**config.mk**
```make
export PLATFORM = sky130hd
export DESIGN_NAME = sram_rr_ctrl
export DESIGN_NICKNAME = d
export VERILOG_FILES = /design/src/rtl/sram_ctrl_pkg.sv /design/src/rtl/sram_rr_ctrl_arb.sv /design/src/rtl/sram_rr_ctrl.sv
export SDC_FILE = /design/constraint.sdc
export NUM_CORES = 1
export LEC_CHECK = 0
export ABC_AREA = 1
export CORE_MARGIN = 3
export CORE_UTILIZATION = 49
export DETAILED_ROUTE_END_ITERATION = 12
export GPL_ROUTABILITY_DRIVEN = 0
export PLACE_DENSITY = 0.86
export RECOVER_POWER = 50
export SLEW_MARGIN = 20
export SYNTH_ARGS = -nofsm -noshare
export SYNTH_HDL_FRONTEND = slang
export SYNTH_SLANG_ARGS = --single-unit
```
**constraint.sdc**
```tcl
create_clock -name clk0 -period 3.4 [get_ports clk0]
set_input_delay 1.02 -clock clk0 [delete_from_list [all_inputs] [get_ports clk0]]
set_output_delay 1.02 -clock clk0 [all_outputs]
set_load 0.01 [all_outputs]
```
**src/rtl/sram_ctrl_pkg.sv**
```systemverilog
// Shared types and default widths for the round-robin SRAM controller.
package sram_ctrl_pkg;

  typedef enum logic {
    INIT = 1'b0,
    RUN  = 1'b1
  } state_e;

  typedef enum logic {
    ID_A = 1'b0,
    ID_B = 1'b1
  } req_id_e;

  localparam int unsigned DEF_DATA_WIDTH = 8;
  localparam int unsigned DEF_ADDR_WIDTH = 7;

endpackage

```
**src/rtl/sram_rr_ctrl_arb.sv**
```systemverilog
// Two-way round-robin arbiter: a lone requester always wins, ties go to ptr.
module rr_arb2
  import sram_ctrl_pkg::*;
(
  input  logic    req_a,
  input  logic    req_b,
  input  req_id_e ptr,
  output logic    gnt_a,
  output logic    gnt_b
);

  always_comb begin
    gnt_a = req_a && (!req_b || (ptr == ID_A));
    gnt_b = req_b && (!req_a || (ptr == ID_B));
  end

endmodule

```
**src/rtl/sram_rr_ctrl.sv**
```systemverilog
// Two-requester SRAM controller: optional zero-fill after reset, round-robin
// access to a single-port macro, and tagged routing of read data back.
module sram_rr_ctrl
  import sram_ctrl_pkg::*;
#(
  parameter int unsigned DATA_WIDTH     = DEF_DATA_WIDTH,
  parameter int unsigned ADDR_WIDTH     = DEF_ADDR_WIDTH,
  parameter bit          CLEAR_ON_RESET = 1'b1
) (
  input  logic                  clk0,
  input  logic                  rstb0,
  input  logic                  req_a,
  input  logic                  we_a,
  input  logic [ADDR_WIDTH-1:0] addr_a,
  input  logic [DATA_WIDTH-1:0] wdata_a,
  output logic                  gnt_a,
  output logic                  rvalid_a,
  output logic [DATA_WIDTH-1:0] rdata_a,
  input  logic                  req_b,
  input  logic                  we_b,
  input  logic [ADDR_WIDTH-1:0] addr_b,
  input  logic [DATA_WIDTH-1:0] wdata_b,
  output logic                  gnt_b,
  output logic                  rvalid_b,
  output logic [DATA_WIDTH-1:0] rdata_b,
  output logic                  csb0,
  output logic                  web0,
  output logic [ADDR_WIDTH-1:0] addr0,
  output logic [DATA_WIDTH-1:0] din0,
  input  logic [DATA_WIDTH-1:0] dout0,
  output logic                  init_done
);

  localparam state_e                RST_STATE = CLEAR_ON_RESET ? INIT : RUN;
  localparam logic [ADDR_WIDTH:0]   CNT_END   = {1'b1, {ADDR_WIDTH{1'b0}}};

  state_e                state_q, state_d;
  logic                  init_done_q, init_done_d;
  logic [ADDR_WIDTH:0]   cnt_q, cnt_d;
  req_id_e               ptr_q, ptr_d;
  logic                  csb_q, csb_d;
  logic                  web_q, web_d;
  logic [ADDR_WIDTH-1:0] addr_q, addr_d;
  logic [DATA_WIDTH-1:0] din_q, din_d;
  logic                  rd1_v_q, rd1_v_d;
  req_id_e               rd1_id_q, rd1_id_d;
  logic                  rd2_v_q, rd2_v_d;
  req_id_e               rd2_id_q, rd2_id_d;
  logic                  rvalid_a_q, rvalid_a_d;
  logic                  rvalid_b_q, rvalid_b_d;
  logic [DATA_WIDTH-1:0] rdata_a_q, rdata_a_d;
  logic [DATA_WIDTH-1:0] rdata_b_q, rdata_b_d;

  logic arb_gnt_a, arb_gnt_b;
  logic sel_b;
  logic sel_we;

  rr_arb2 u_arb (
    .req_a (req_a),
    .req_b (req_b),
    .ptr   (ptr_q),
    .gnt_a (arb_gnt_a),
    .gnt_b (arb_gnt_b)
  );

  // init_done_q is only set in RUN, so it also keeps grants off during reset
  // and the first post-reset cycle when starting directly in RUN.
  assign gnt_a  = arb_gnt_a && init_done_q;
  assign gnt_b  = arb_gnt_b && init_done_q;
  assign sel_b  = gnt_b;
  assign sel_we = sel_b ? we_b : we_a;

  always_comb begin
    state_d     = state_q;
    init_done_d = init_done_q;
    cnt_d       = cnt_q;
    ptr_d       = ptr_q;
    csb_d       = 1'b1;
    web_d       = web_q;
    addr_d      = addr_q;
    din_d       = din_q;
    rd1_v_d     = 1'b0;
    rd1_id_d    = rd1_id_q;
    rd2_v_d     = rd1_v_q;
    rd2_id_d    = rd1_id_q;
    rvalid_a_d  = rd2_v_q && (rd2_id_q == ID_A);
    rvalid_b_d  = rd2_v_q && (rd2_id_q == ID_B);
    rdata_a_d   = rvalid_a_d ? dout0 : rdata_a_q;
    rdata_b_d   = rvalid_b_d ? dout0 : rdata_b_q;

    case (state_q)
      INIT: begin
        // cnt_q reaches CNT_END in the cycle the last zero-write is on the bus
        if (cnt_q == CNT_END) begin
          state_d     = RUN;
          init_done_d = 1'b1;
          cnt_d       = '0;
        end else begin
          csb_d  = 1'b0;
          web_d  = 1'b0;
          addr_d = cnt_q[ADDR_WIDTH-1:0];
          din_d  = '0;
          cnt_d  = cnt_q + (ADDR_WIDTH+1)'(1);
        end
      end
      RUN: begin
        init_done_d = 1'b1;
        if (gnt_a || gnt_b) begin
          csb_d    = 1'b0;
          web_d    = !sel_we;
          addr_d   = sel_b ? addr_b : addr_a;
          din_d    = sel_b ? wdata_b : wdata_a;
          rd1_v_d  = !sel_we;
          rd1_id_d = sel_b ? ID_B : ID_A;
          ptr_d    = sel_b ? ID_A : ID_B;
        end
      end
      default: state_d = RST_STATE;
    endcase
  end

  always_ff @(posedge clk0 or negedge rstb0) begin
    if (!rstb0) begin
      state_q     <= RST_STATE;
      init_done_q <= 1'b0;
      cnt_q       <= '0;
      ptr_q       <= ID_A;
      csb_q       <= 1'b1;
      web_q       <= 1'b1;
      addr_q      <= '0;
      din_q       <= '0;
      rd1_v_q     <= 1'b0;
      rd1_id_q    <= ID_A;
      rd2_v_q     <= 1'b0;
      rd2_id_q    <= ID_A;
      rvalid_a_q  <= 1'b0;
      rvalid_b_q  <= 1'b0;
      rdata_a_q   <= '0;
      rdata_b_q   <= '0;
    end else begin
      state_q     <= state_d;
      init_done_q <= init_done_d;
      cnt_q       <= cnt_d;
      ptr_q       <= ptr_d;
      csb_q       <= csb_d;
      web_q       <= web_d;
      addr_q      <= addr_d;
      din_q       <= din_d;
      rd1_v_q     <= rd1_v_d;
      rd1_id_q    <= rd1_id_d;
      rd2_v_q     <= rd2_v_d;
      rd2_id_q    <= rd2_id_d;
      rvalid_a_q  <= rvalid_a_d;
      rvalid_b_q  <= rvalid_b_d;
      rdata_a_q   <= rdata_a_d;
      rdata_b_q   <= rdata_b_d;
    end
  end

  assign csb0      = csb_q;
  assign web0      = web_q;
  assign addr0     = addr_q;
  assign din0      = din_q;
  assign rvalid_a  = rvalid_a_q;
  assign rvalid_b  = rvalid_b_q;
  assign rdata_a   = rdata_a_q;
  assign rdata_b   = rdata_b_q;
  assign init_done = init_done_q;

endmodule

```
==> results.md <==
- Seq/Total Area, Yosys: 0.5299
- Area of the multi-input gates: between 800 and 900 µm²
- Critical path launch point type: input pin
- GRT overflow: 0
- WL/cell: 13.17 µm
- Max Cap Viol: 1
- CTS tree: yes
- WS Path Type: input pin to output pin
- Total GRT Usage: 0.2007
- Post-CTS setup buffers: 0
- Antenna violations before repair: 0
- Share of the synthesized area in the top cell type: 0.5077
- Most frequent cells in the layout: 85 x nand2_1, 72 x clkdlybuf4s50_1, 48 x dfrtp_1, 45 x inv_1, 35 x nand3_1
- Post-Syn Instances: between 200 and 300
- WP buf/inv: 4
- Synthesized area: roughly 0.0024 mm²
- Routed Antenna Nets: 0
- Fin crit share: 0.9744
- Synth Net Count: ~340
- Crit path arrival time: 2.29 ns
- CP delay by family, top: buffers and inverters
- Status: finished with violations
- Worst vdd ir: 0.1649 mV
- DR pass1 iterations: 4
- Clock skew: roughly 0.012 ns
- Initial Util: 0.5253
- Synthesis Warnings: 0
- Post-synth EDFFs: 0
- Max-slew violation count: 40
- Pwr per Cell Area: about 310 mW/mm²
- Final hold viol count: 0
- Via density per instance: just over 5
- Core ar.: around 0.0045 mm²
- Asr flop ratio synth: 1.000
- TritonCTS Buffers: 5
- RSZ-0062 raised after global routing: false
- Vias in the first global route: 2004
- H-tree Lvls: 2
- DRT iter0 DRCs: roughly 130
- Yosys cell types: 26
- Crit-path slowest cell: clkdlybuf4s50_1
- Fin Setup TNS: 0 ns
- First-pass GRT wire length: between 8000 and 9000 µm
- Final min period: between 3 and 4 ns
- LEAKAGE: 1.724 nW
- Clk Latency, worst-skew pair: around 0.31 ns
- Synth Area per Inst: slightly above 8 µm²
- Class of the worst hold path: register to register
- Actual slew at the worst max-slew pin: ~2.0 ns
- Largest net degree at the start of global routing: 40
- N_diodes: 0
- Nets: 420
- DPL Wire Length: approximately 4300 µm
- Residual DRC count: 0
- Clock root cell: clkbuf_8
- Area Growth Syn to Fin: 40.14%
- Die Y: around 75 µm
- Highest Clock Rate: roughly 300 MHz
- Slowest stage delay, CP: 0.53 ns
- Hold-fix buffers, CTS: 0
- Final core occ: 0.7361
- I/O pin count: about 80
- Synth Flop Type: dfrtp_1
- DRT Wirelength: between 5000 and 6000 µm
- Max FO, Critical Path: 3
- Maximum root-to-sink buffer count: 2
- Failing checks: max-capacitance violations, max-slew violations
- Synth Register Bits: 50
- Core Rows: 24
- Crit. End Element: output pin
- Top cells by area, synth: dfrtp_1 51%, nand2_1 13%, nand3_1 7.4%
- Cells along the critical path: clkdlybuf4s50_1, nand2_1, inv_2, nand2_2, inv_2, clkdlybuf4s50_1
- Die X: 75.49 µm
- Area leader, netlist: dfrtp_1
- Die area: around 0.0057 mm²
- Most common cell after layout, fill and taps aside: nand2_1
- Post-cts repair resize count: 0
- Count of port buffers added during placement: slightly above 80
- Relative slew slack: -0.3438
- Fill cell count: ~360
- Clock slew at reported path FFs: 0.10 ns
- Critical Path RT: between 2 and 2.5 ns
- Reg area: ~0.0013 mm²
- CTS Sinks: 50
- Final setup fails: 0
- Fraction of layout cells with a size suffix above 1: 0.06667
- Vias: 2174
metal layers:
metal	share of wire	wire length, µm	vias up	global-route usage
met5	0	0	-	0
met4	0.0068	38	0	0.05437
met3	0.062	350	4	0.04749
met2	0.51	2885	66	0.3500
met1	0.42	2350	1034	0.2498
li1	-	-	1070	-
power by group:
| part | internal [mW] | switching, mW | leakage, nW | total (mW) |
|---|---|---|---|---|
| Combinational | 0.0441 | 0.0242 | 1.09 | 0.0683 |
| Clock | 0.168 | 0.199 | 0.0514 | 0.367 |
| Sequential | 0.594 | 0 | 0.578 | 0.594 |
layout make-up:
cell class                      instances  area share
Multi-Input combinational cell        181      0.2615
Sequential cell                        50      0.3781
Clock buffer                            6     0.02491
Clock inverter                          2    0.005283
Tap cell                               52     0.01962
Timing Repair Buffer                   87      0.2551
Inverter                               49     0.05547
cell usage after synthesis, types with 2 or more instances:
| master | count |
|---|---|
| o211ai_1 | 9 |
| clkbuf_1 | 4 |
| a21oi_1 | 2 |
| dfstp_2 | 2 |
| inv_2 | 5 |
| xor2_1 | 2 |
| buf_2 | 2 |
| o21ai_0 | 20 |
| ha_1 | 2 |
| buf_4 | 3 |
| inv_1 | 44 |
| nand2_1 | 84 |
| nand2_2 | 5 |
| nor2_1 | 6 |
| dfrtp_1 | 48 |
| nand3_1 | 35 |
| or2_0 | 8 |
through the flow:
stage | setup slack (ns) | instances | power, mW | hold WS (ns) | instance area, µm²
finish | 0.08717 | 427 | 1.029 | 0.3687 | 3316
global placement | 0.1073 | 419 | 0.6761 | 0.3339 | 3223
floorplan | 0.9142 | 290 | 0.6136 | 0.3312 | 2366
detailed placement | 0.08604 | 419 | 0.6778 | 0.3365 | 3223
global route | 0.006736 | 427 | 1.069 | 0.3699 | 3316
CTS | 0.08517 | 427 | 1.043 | 0.3636 | 3323
sequential cells by signal (all words and copies together), names as in the netlist, 7 cells and up:
| name | count |
|---|---|
| addr0 | 7 |
| cnt_q | 8 |
| din0 | 8 |
| rdata_a | 8 |
| rdata_b | 8 |
worst reg2reg max path, stage by stage (launching register included):
cell and delay [ns]:
dfrtp_1 0.56, inv_1 0.33, nor2_2 0.52, inv_2 0.29, nand2_2 0.23, nand2_1 0.09, nand2_1 0.07
path summary, 6_finish.rpt:
kind                              end  depth (start not counted)     from  slack (ns)
min                           rd2_v_q                          0  rd1_v_q        0.37
max in group asynchronous    cnt_q[2]                          1    rstb0        0.97
max                             gnt_b                          6    req_b        0.09
min reg2reg                   rd2_v_q                          0  rd1_v_q        0.37
min in group asynchronous  rdata_a[7]                          1    rstb0        1.28
max reg2reg                  addr0[5]                          6  state_q        1.25
cells by family (layout without fill, tap and decap cells):
family | count (synthesis) | in the layout | synth area share
buffers and inverters | 59 | 144 | 0.1026
and+or+nand+nor | 144 | 144 | 0.2692
xor gates and xnor gates | 2 | 2 | 0.007405
AOI/OAI and AO/OA | 33 | 33 | 0.08038
DFF | 50 | 50 | 0.5299
adders and majority gates | 2 | 2 | 0.01057
Power figures use the tool's default switching activity.
